--- config.mk ---
export PLATFORM = sky130hd
export DESIGN_NAME = gfx_axib_chop
export DESIGN_NICKNAME = d
export VERILOG_FILES = /design/src/rtl/gfx_axib_chop.sv
export SDC_FILE = /design/constraint.sdc
export NUM_CORES = 1
export LEC_CHECK = 0
export BUFFER_PORTS_ARGS = -buffer_cell sky130_fd_sc_hd__buf_2
export CAP_MARGIN = 40
export CORE_ASPECT_RATIO = 0.6
export CORE_MARGIN = 8
export CORE_UTILIZATION = 55
export CTS_CLUSTER_SIZE = 12
export DETAILED_ROUTE_END_ITERATION = 10
export PLACE_DENSITY = 0.88
export SYNTH_ARGS = -nofsm -noshare
export SYNTH_HDL_FRONTEND = slang
export SYNTH_SLANG_ARGS = --single-unit
--- constraint.sdc ---
create_clock -name clk -period 15.89 [get_ports clk]
set_input_delay 1.589 -clock clk [delete_from_list [all_inputs] [get_ports clk]]
set_output_delay 1.589 -clock clk [all_outputs]
set_load 0.02 [all_outputs]
--- src/rtl/gfx_axib_chop.sv ---
// gfx_axib_chop: AXI4 burst splitter that re-issues bursts as sub-bursts capped at MAX_LEN beats and never crossing BOUNDARY.
// Define GFX_AXIB_CHOP_STATS_EN to add the rd_splits/wr_splits sub-burst counters.
module gfx_axib_chop #(
    parameter int DATA_W   = 32,
    parameter int ADDR_W   = 32,
    parameter int MAX_LEN  = 16,
    parameter int BOUNDARY = 4096
) (
    input  logic              clk,
    input  logic              rst,
    input  logic              s_awvalid,
    output logic              s_awready,
    input  logic [7:0]        s_awlen,
    input  logic [1:0]        s_awburst,
    input  logic [ADDR_W-1:0] s_awaddr,
    input  logic              s_wvalid,
    output logic              s_wready,
    input  logic              s_wlast,
    input  logic [DATA_W-1:0] s_wdata,
    output logic              s_bvalid,
    input  logic              s_bready,
    input  logic              s_arvalid,
    output logic              s_arready,
    input  logic [7:0]        s_arlen,
    input  logic [1:0]        s_arburst,
    input  logic [ADDR_W-1:0] s_araddr,
    output logic              s_rvalid,
    input  logic              s_rready,
    output logic              s_rlast,
    output logic [DATA_W-1:0] s_rdata,
    output logic              m_awvalid,
    input  logic              m_awready,
    output logic [7:0]        m_awlen,
    output logic [1:0]        m_awburst,
    output logic [ADDR_W-1:0] m_awaddr,
    output logic              m_wvalid,
    input  logic              m_wready,
    output logic              m_wlast,
    output logic [DATA_W-1:0] m_wdata,
    input  logic              m_bvalid,
    output logic              m_bready,
    output logic              m_arvalid,
    input  logic              m_arready,
    output logic [7:0]        m_arlen,
    output logic [1:0]        m_arburst,
    output logic [ADDR_W-1:0] m_araddr,
    input  logic              m_rvalid,
    output logic              m_rready,
    input  logic              m_rlast,
    input  logic [DATA_W-1:0] m_rdata
`ifdef GFX_AXIB_CHOP_STATS_EN
    ,
    output logic [31:0]       rd_splits,
    output logic [31:0]       wr_splits
`endif
);
    localparam int BB  = DATA_W / 8;
    localparam int BSH = $clog2(BB);
    localparam logic [ADDR_W-1:0] ALIGN = ~ADDR_W'(BB - 1);

    typedef enum logic [1:0] {R_IDLE, R_ADDR, R_DATA} r_state_t;
    typedef enum logic [2:0] {W_IDLE, W_ADDR, W_DATA, W_RESP, W_BRESP} w_state_t;

    // FIXED bursts never advance, so only the MAX_LEN cap applies to them
    function automatic logic [8:0] sub_beats(input logic [ADDR_W-1:0] a, input logic [8:0] rem, input logic fixed);
        logic [ADDR_W:0] room;
        logic [8:0]      n;
        room = ((ADDR_W+1)'(BOUNDARY) - (ADDR_W+1)'(a & ADDR_W'(BOUNDARY - 1))) >> BSH;
        n = (rem < 9'(MAX_LEN)) ? rem : 9'(MAX_LEN);
        return (!fixed && room < (ADDR_W+1)'(n)) ? room[8:0] : n;
    endfunction

    r_state_t          r_state_q, r_state_d;
    logic [ADDR_W-1:0] r_addr_q, r_addr_d;
    logic [8:0]        r_rem_q, r_rem_d, r_n;
    logic              r_fixed_q, r_fixed_d;
    w_state_t          w_state_q, w_state_d;
    logic [ADDR_W-1:0] w_addr_q, w_addr_d;
    logic [8:0]        w_rem_q, w_rem_d, w_n;
    logic [8:0]        w_len_q, w_len_d, w_cnt_q, w_cnt_d;
    logic              w_fixed_q, w_fixed_d;
    logic              unused_wlast;

    assign unused_wlast = s_wlast;
    assign r_n = sub_beats(r_addr_q, r_rem_q, r_fixed_q);
    assign w_n = sub_beats(w_addr_q, w_rem_q, w_fixed_q);

    always_comb begin
        r_state_d = r_state_q;
        r_addr_d  = r_addr_q;
        r_rem_d   = r_rem_q;
        r_fixed_d = r_fixed_q;
        s_arready = r_state_q == R_IDLE;
        m_arvalid = r_state_q == R_ADDR;
        m_araddr  = r_addr_q;
        m_arlen   = 8'(r_n - 9'd1);
        m_arburst = r_fixed_q ? 2'b00 : 2'b01;
        s_rvalid  = r_state_q == R_DATA && m_rvalid;
        m_rready  = r_state_q == R_DATA && s_rready;
        s_rdata   = m_rdata;
        s_rlast   = r_state_q == R_DATA && m_rlast && r_rem_q == 9'd0;
        if (s_arvalid && s_arready) begin
            r_addr_d  = s_araddr & ALIGN;
            r_rem_d   = {1'b0, s_arlen} + 9'd1;
            r_fixed_d = s_arburst == 2'b00;
            r_state_d = R_ADDR;
        end else if (m_arvalid && m_arready) begin
            r_rem_d   = r_rem_q - r_n;
            r_addr_d  = r_fixed_q ? r_addr_q : r_addr_q + (ADDR_W'(r_n) << BSH);
            r_state_d = R_DATA;
        end else if (s_rvalid && s_rready && m_rlast) begin
            r_state_d = r_rem_q == 9'd0 ? R_IDLE : R_ADDR;
        end
    end

    always_comb begin
        w_state_d = w_state_q;
        w_addr_d  = w_addr_q;
        w_rem_d   = w_rem_q;
        w_fixed_d = w_fixed_q;
        w_len_d   = w_len_q;
        w_cnt_d   = w_cnt_q;
        s_awready = w_state_q == W_IDLE;
        m_awvalid = w_state_q == W_ADDR;
        m_awaddr  = w_addr_q;
        m_awlen   = 8'(w_n - 9'd1);
        m_awburst = w_fixed_q ? 2'b00 : 2'b01;
        m_wvalid  = w_state_q == W_DATA && s_wvalid;
        s_wready  = w_state_q == W_DATA && m_wready;
        m_wdata   = s_wdata;
        m_wlast   = w_state_q == W_DATA && w_cnt_q == w_len_q;
        m_bready  = w_state_q == W_RESP;
        s_bvalid  = w_state_q == W_BRESP;
        if (s_awvalid && s_awready) begin
            w_addr_d  = s_awaddr & ALIGN;
            w_rem_d   = {1'b0, s_awlen} + 9'd1;
            w_fixed_d = s_awburst == 2'b00;
            w_state_d = W_ADDR;
        end else if (m_awvalid && m_awready) begin
            w_rem_d   = w_rem_q - w_n;
            w_addr_d  = w_fixed_q ? w_addr_q : w_addr_q + (ADDR_W'(w_n) << BSH);
            w_len_d   = w_n - 9'd1;
            w_cnt_d   = 9'd0;
            w_state_d = W_DATA;
        end else if (m_wvalid && m_wready) begin
            w_cnt_d   = w_cnt_q + 9'd1;
            w_state_d = m_wlast ? W_RESP : W_DATA;
        end else if (m_bready && m_bvalid) begin
            w_state_d = w_rem_q == 9'd0 ? W_BRESP : W_ADDR;
        end else if (s_bvalid && s_bready) begin
            w_state_d = W_IDLE;
        end
    end

    always_ff @(posedge clk) begin
        if (rst) begin
            r_state_q <= R_IDLE;
            r_addr_q  <= '0;
            r_rem_q   <= '0;
            r_fixed_q <= 1'b0;
            w_state_q <= W_IDLE;
            w_addr_q  <= '0;
            w_rem_q   <= '0;
            w_fixed_q <= 1'b0;
            w_len_q   <= '0;
            w_cnt_q   <= '0;
        end else begin
            r_state_q <= r_state_d;
            r_addr_q  <= r_addr_d;
            r_rem_q   <= r_rem_d;
            r_fixed_q <= r_fixed_d;
            w_state_q <= w_state_d;
            w_addr_q  <= w_addr_d;
            w_rem_q   <= w_rem_d;
            w_fixed_q <= w_fixed_d;
            w_len_q   <= w_len_d;
            w_cnt_q   <= w_cnt_d;
        end
    end

`ifdef GFX_AXIB_CHOP_STATS_EN
    // Sub-bursts issued so far for the current burst, folded into the total on the final one
    logic [8:0]  rd_sub_q, rd_sub_d, wr_sub_q, wr_sub_d;
    logic [31:0] rd_splits_q, rd_splits_d, wr_splits_q, wr_splits_d;

    assign rd_splits = rd_splits_q;
    assign wr_splits = wr_splits_q;

    always_comb begin
        rd_sub_d    = (s_arvalid && s_arready) ? 9'd0 : rd_sub_q;
        wr_sub_d    = (s_awvalid && s_awready) ? 9'd0 : wr_sub_q;
        rd_splits_d = rd_splits_q;
        wr_splits_d = wr_splits_q;
        if (m_arvalid && m_arready) begin
            rd_sub_d    = rd_sub_q + 9'd1;
            rd_splits_d = r_rem_q == r_n ? rd_splits_q + 32'(rd_sub_q) : rd_splits_q;
        end
        if (m_awvalid && m_awready) begin
            wr_sub_d    = wr_sub_q + 9'd1;
            wr_splits_d = w_rem_q == w_n ? wr_splits_q + 32'(wr_sub_q) : wr_splits_q;
        end
    end

    always_ff @(posedge clk) begin
        if (rst) begin
            rd_sub_q    <= '0;
            wr_sub_q    <= '0;
            rd_splits_q <= '0;
            wr_splits_q <= '0;
        end else begin
            rd_sub_q    <= rd_sub_d;
            wr_sub_q    <= wr_sub_d;
            rd_splits_q <= rd_splits_d;
            wr_splits_q <= wr_splits_d;
        end
    end
`endif
endmodule

* Word level (Yosys, flattened, before mapping)
Index checks and enable logic that the tools add are counted.
** Storage, ports and cells
- Bits in registers :: 107
- Input port bits :: 162
** Operators by class
- Add/sub/neg operators :: 11
- $lt $le $gt $ge :: 4
- Eq/ne operators :: 9
- Mux-type cells :: 29
- Bitwise operators :: 3
- Reductions and logical operators :: 43
** Operator list (count)
- 32-bit 2-to-1 mux :: 6
- 9-bit 2-to-1 mux :: 10
- 32-bit by 11-bit adder with 32-bit output :: 2
- 31-bit by 9-bit < comparator with 1-bit output :: 2
- 13-bit by 12-bit subtractor with 14-bit output, first input constant :: 2
- 8-bit by 1-bit adder with 9-bit output, second input constant :: 2
- 1-bit logical AND :: 18
- 9-bit zero test :: 2
- 9-bit by 5-bit < comparator with 1-bit output, second input constant :: 2
- 9-bit subtractor :: 2
- 3-bit 2-to-1 mux :: 4
- 2-bit AND reduction :: 6
- 9-bit by 1-bit adder with 9-bit output, second input constant :: 1
- 9-bit equality test :: 1
- 9-bit by 1-bit subtractor with 9-bit output, second input constant :: 1
- 2-bit nonzero test :: 4
- 8-bit by 1-bit subtractor with 8-bit output, second input constant :: 1
- 3-bit by 2-bit equality test with 1-bit output, second input constant :: 2
- 2-bit zero test :: 3
- 1-bit 2-to-1 mux :: 6
- 2-bit 2-to-1 mux :: 3
- 3-bit nonzero test :: 2
- 5-bit nonzero test :: 1
- 2-bit by 1-bit != test with 1-bit output, second input constant :: 2
- other kinds (10) :: 14

* Longest topological paths before layout
- Depth in word-level cells :: 9
- Mapped depth :: 24
- Mapped depth without buffers :: 21

* Worst setup path before layout
Ideal clock, no wire load.
- Path type :: register to output
- Start point :: register w_addr_q[5] (netlist: m_awaddr[5])
- End point :: output m_awlen[4]
- Data arrival time :: 4.319 ns
- Required time :: 14.301 ns
- Slack :: 9.982 ns
- Stages on the path, launching flop included :: 16
- Cell sequence :: dfxtp_1 -> clkbuf_1 -> nor4_1 -> nor4b_1 -> xnor2_1 -> ha_1 -> and4_1 -> o2111ai_1 -> a21o_1 -> nand4_1 -> buf_4 -> mux2i_1 -> ha_1 -> nor4bb_1 -> nor2_1 -> mux2i_1
** On the way
- Cells in the longest elaborated chain, start to end :: 5
** Ends and longest elaborated chain
- start, declared :: line 78 : logic [ADDR_W-1:0] w_addr_q, w_addr_d;
- start signal, assigned :: line 173 : w_addr_q <= w_addr_d;
- 13-bit by 12-bit subtractor with 14-bit output * :: line 68 : room = ((ADDR_W+1)'(BOUNDARY) - (ADDR_W+1)'(a & ADDR_W'(BOUNDARY - 1))) >> BSH;
- 31-bit by 9-bit < comparator with 1-bit output :: line 70 : return (!fixed && room < (ADDR_W+1)'(n)) ? room[8:0] : n;
- 1-bit logical AND :: line 70
- 9-bit 2-to-1 mux * :: line 70
- 9-bit by 1-bit subtractor with 9-bit output *
- end, declared :: line 33 : output logic [7:0] m_awlen,
Mark *: on every way between the ends. The rest lies on a longest branch, timed or not.

* Final worst setup path
- Start point :: register w_addr_q[2] (netlist: m_awaddr[2])
- End point :: output m_awlen[4]
The elaborated chain is that of the path after synthesis.

==> flow_metrics.tcl <==
set metrics [dict create \
    grt_pass1_vias 7859 \
    cts_sinks 103 \
    grt_setup_unrepaired "no" \
    yosysMostFrequentCell "nor2_1" \
    htreeDepth 3 \
    clockBufferDepth 2 \
    critical_path_depth 15 \
    area_growth_pct 10.4 \
    ant_nets 0 \
    relSlewSlack_pct 38.8 \
    drtIter0Drc 994 \
    ir_drop_mv 0.0633 \
    hold_viol 0 \
    setup_tns_ns 0 \
    required_ns 14.30 \
    clock-root-buffer "clkbuf_16" \
    ys_seq_area_share_pct 24.0 \
    die-area_um2 20000 \
    ff2ff_path_depth 21 \
    fin_crit_ns 6.75 \
    viasPerCell 6.05 \
    synth_seq_cells 103 \
    worst_hold_path_type "flop to flop" \
    slowest_delay_ns 0.50 \
    synth_compound_area_share_pct 19.3 \
    cp-end-kind "output port" \
    yosysTopAreaCell "dfxtp_1" \
    die_y_um 113 \
    setup_violations 0 \
    crit_chain "or3_1, nor4_1, nor2_1, ha_1, and4_1, o2111ai_1, a21o_1, nand4_1, buf_6, mux2i_1, ha_1, nor4bb_1, nor2_1, mux2i_1, buf_2" \
    num_vias 8578 \
    crit_buf_inv 2 \
    portBuffers 182 \
    worst_pin_slew_ns 0.910 \
    synth_fa_ha_area_share_pct 9.23 \
    wl_mm 26.6 \
    clkTransAtPathRegs_ns 0.08 \
    crit_start "m_awaddr[2]" \
    cts_hold_buf 0 \
    synthTopCellsByCount "nor2_1 (116), dfxtp_1 (103), nand2_1 (97), buf_4 (71), xnor2_1 (61)" \
    grt_max_degree 67 \
    core_um2 15300 \
    synth-simple-area-share_pct 24.1 \
    drc 0 \
    crit_slowest_cell "or3_1" \
    hold_start "w_len_q[3]" \
    startpoint_type "flop" \
    placed_area_um2 9160 \
    r2r-start "m_araddr[2]" \
    antenna_found_initial 2 \
    dieWidth_um 177 \
    synth-edff-count 0 \
    cts_buffers 9 \
    worstPathMaxFanout 19 \
    fin_nets 1431 \
    whs_path_depth 2 \
    gp_congestion 0.964 \
    start_util_pct 56.1 \
    yosys-mux-area-fraction_pct 1.98 \
    hpwl_mm 20.8 \
    synth-main-ff-cell "dfxtp_1" \
    synth_xor_xnor_area_share_pct 10.7 \
    postLayoutCellArea_um2 9500 \
    cp.arrival_ns 5.16 \
    grt_first_pass_wirelength_mm 42.2 \
    synth_top_area_share_pct 24.0 \
    slew_violations 0 \
    cts_setup_buffers 0 \
    async_flop_share_pct 0 \
    crit_family "simple AND/OR/NAND/NOR gates" \
    fin_worst_skew_ns 0.0109 \
    synth_cells 1115 \
    pin_count 322 \
    drive_gt1_share_pct 19.0 \
    gr-usage-all-layers_pct 25.3 \
    fin_crit_sh_pct 42.5 \
    drv_cap 0 \
    power_leakage_nw 4.03 \
    cts_tree "yes" \
    dr.pass1.iters 5 \
    overflow 0 \
    rows 35 \
    postSynthAreaPerCell_um2 7.71 \
    syn_area_um2 8600 \
    status "finished clean" \
    wl_per_cell_um 18.8 \
    crit_type "flop to output port" \
    worstSkewPairLatency_ns 0.34 \
    synth.area.top_cells "dfxtp_1 (24%), ha_1 (8.3%), xnor2_1 (6.2%)" \
    timing.fmax_ghz 0.148 \
    synth_cell_types 71 \
    yosysWarnings 0 \
    synth_top_family_by_area "simple AND/OR/NAND/NOR gates" \
    power_density_nw_per_um2 110 \
    cts-resized-gates 0 \
]
cell families (layout without fill, tap and decap cells):
| logic type | after synthesis | count (layout) |
|---|---|---|
| AOI/OAI and AO/OA | 244 | 244 |
| xor gates and xnor gates | 102 | 102 |
| adders and majority gates | 61 | 61 |
| buffers and inverters | 170 | 256 |
| DFF | 103 | 103 |
| muxes | 16 | 16 |
| other | 2 | 15 |
| and+or+nand+nor | 417 | 417 |
power breakdown:
| part | internal, mW | total (mW) | switching [mW] |
|---|---|---|---|
| registers | 0.284 | 0.324 | 0.0400 |
| logic | 0.189 | 0.477 | 0.288 |
| clock network | 0.128 | 0.243 | 0.115 |
path summary, 6_finish.rpt:
| check | endpoint | slack (ns) |
|---|---|---|
| worst max-delay path | m_awlen[4] | 9.14 |
| worst min-delay path | w_len_q[3] | 0.47 |
| worst max register to register | m_araddr[20] | 9.96 |
| worst min register to register | w_len_q[3] | 0.47 |
worst min-delay path, delay by kind of cell (launching register included):
| kind | cells | cell delay [ns] |
|---|---|---|
| simple gates | 1 | 0.05 |
| flops | 1 | 0.32 |
| compound gates | 1 | 0.05 |
cells in the final DEF (no fill, tap or decap), types with 14 or more instances in the layout:
cell,Yosys,layout
buf_2,2,182
nand3_1,34,34
conb_1,2,14
nor4_1,15,15
dfxtp_1,103,103
or3_1,14,14
nor3_1,35,35
o21ai_0,37,37
a21oi_1,55,55
and3_1,24,24
xor2_1,39,39
inv_1,46,46
a211oi_1,47,47
a311oi_1,17,17
nand4_1,17,17
nand2_1,97,95
nor2_1,116,116
ha_1,57,57
xnor2_1,61,61
layer usage:
layer	wire length (um)	GRT usage, %	vias up
met3	3530	9.38	34
met5	13	0.260	-
li1	-	-	4113
met4	339	5.03	2
met2	10600	35.7	468
met1	12100	36.0	3961
through the flow:
stage | util (%) | total power [mW] | worst slack (ns) | hold slack [ns] | instances
after CTS | 61.9 | 1.04 | 8.61 | 0.474 | 1415
after global placement | 59.6 | 0.778 | 9.29 | 0.458 | 1397
after detailed placement | 59.7 | 0.794 | 9.03 | 0.462 | 1399
after floorplan | - | 0.687 | 9.98 | 0.449 | 1127
after global routing | 62.0 | 1.11 | 8.66 | 0.491 | 1417
final | 62.0 | 1.04 | 9.14 | 0.470 | 1417
final cells by class:
class                           instances  area [um2]
Tap cell                              203         254
Clock inverter                          7         101
Clock buffer                            9         225
Sequential cell                       103        2060
Antenna cell                            1        2.50
Multi-Input combinational cell        854        5680
Inverter                               47         176
Timing Repair Buffer                  193         997
Fill cell                            1396        5830
registers in the layout, summed over array words and instances, names as in the netlist:
name and cells:
m_araddr 30, w_len_q 9, w_cnt_q 9, w_fixed_q 1
w_state_q 3, r_state_q 2, r_fixed_q 1, r_rem_q 9
w_rem_q 9, m_awaddr 30
Note: power is estimated with default switching activity, not from simulation.
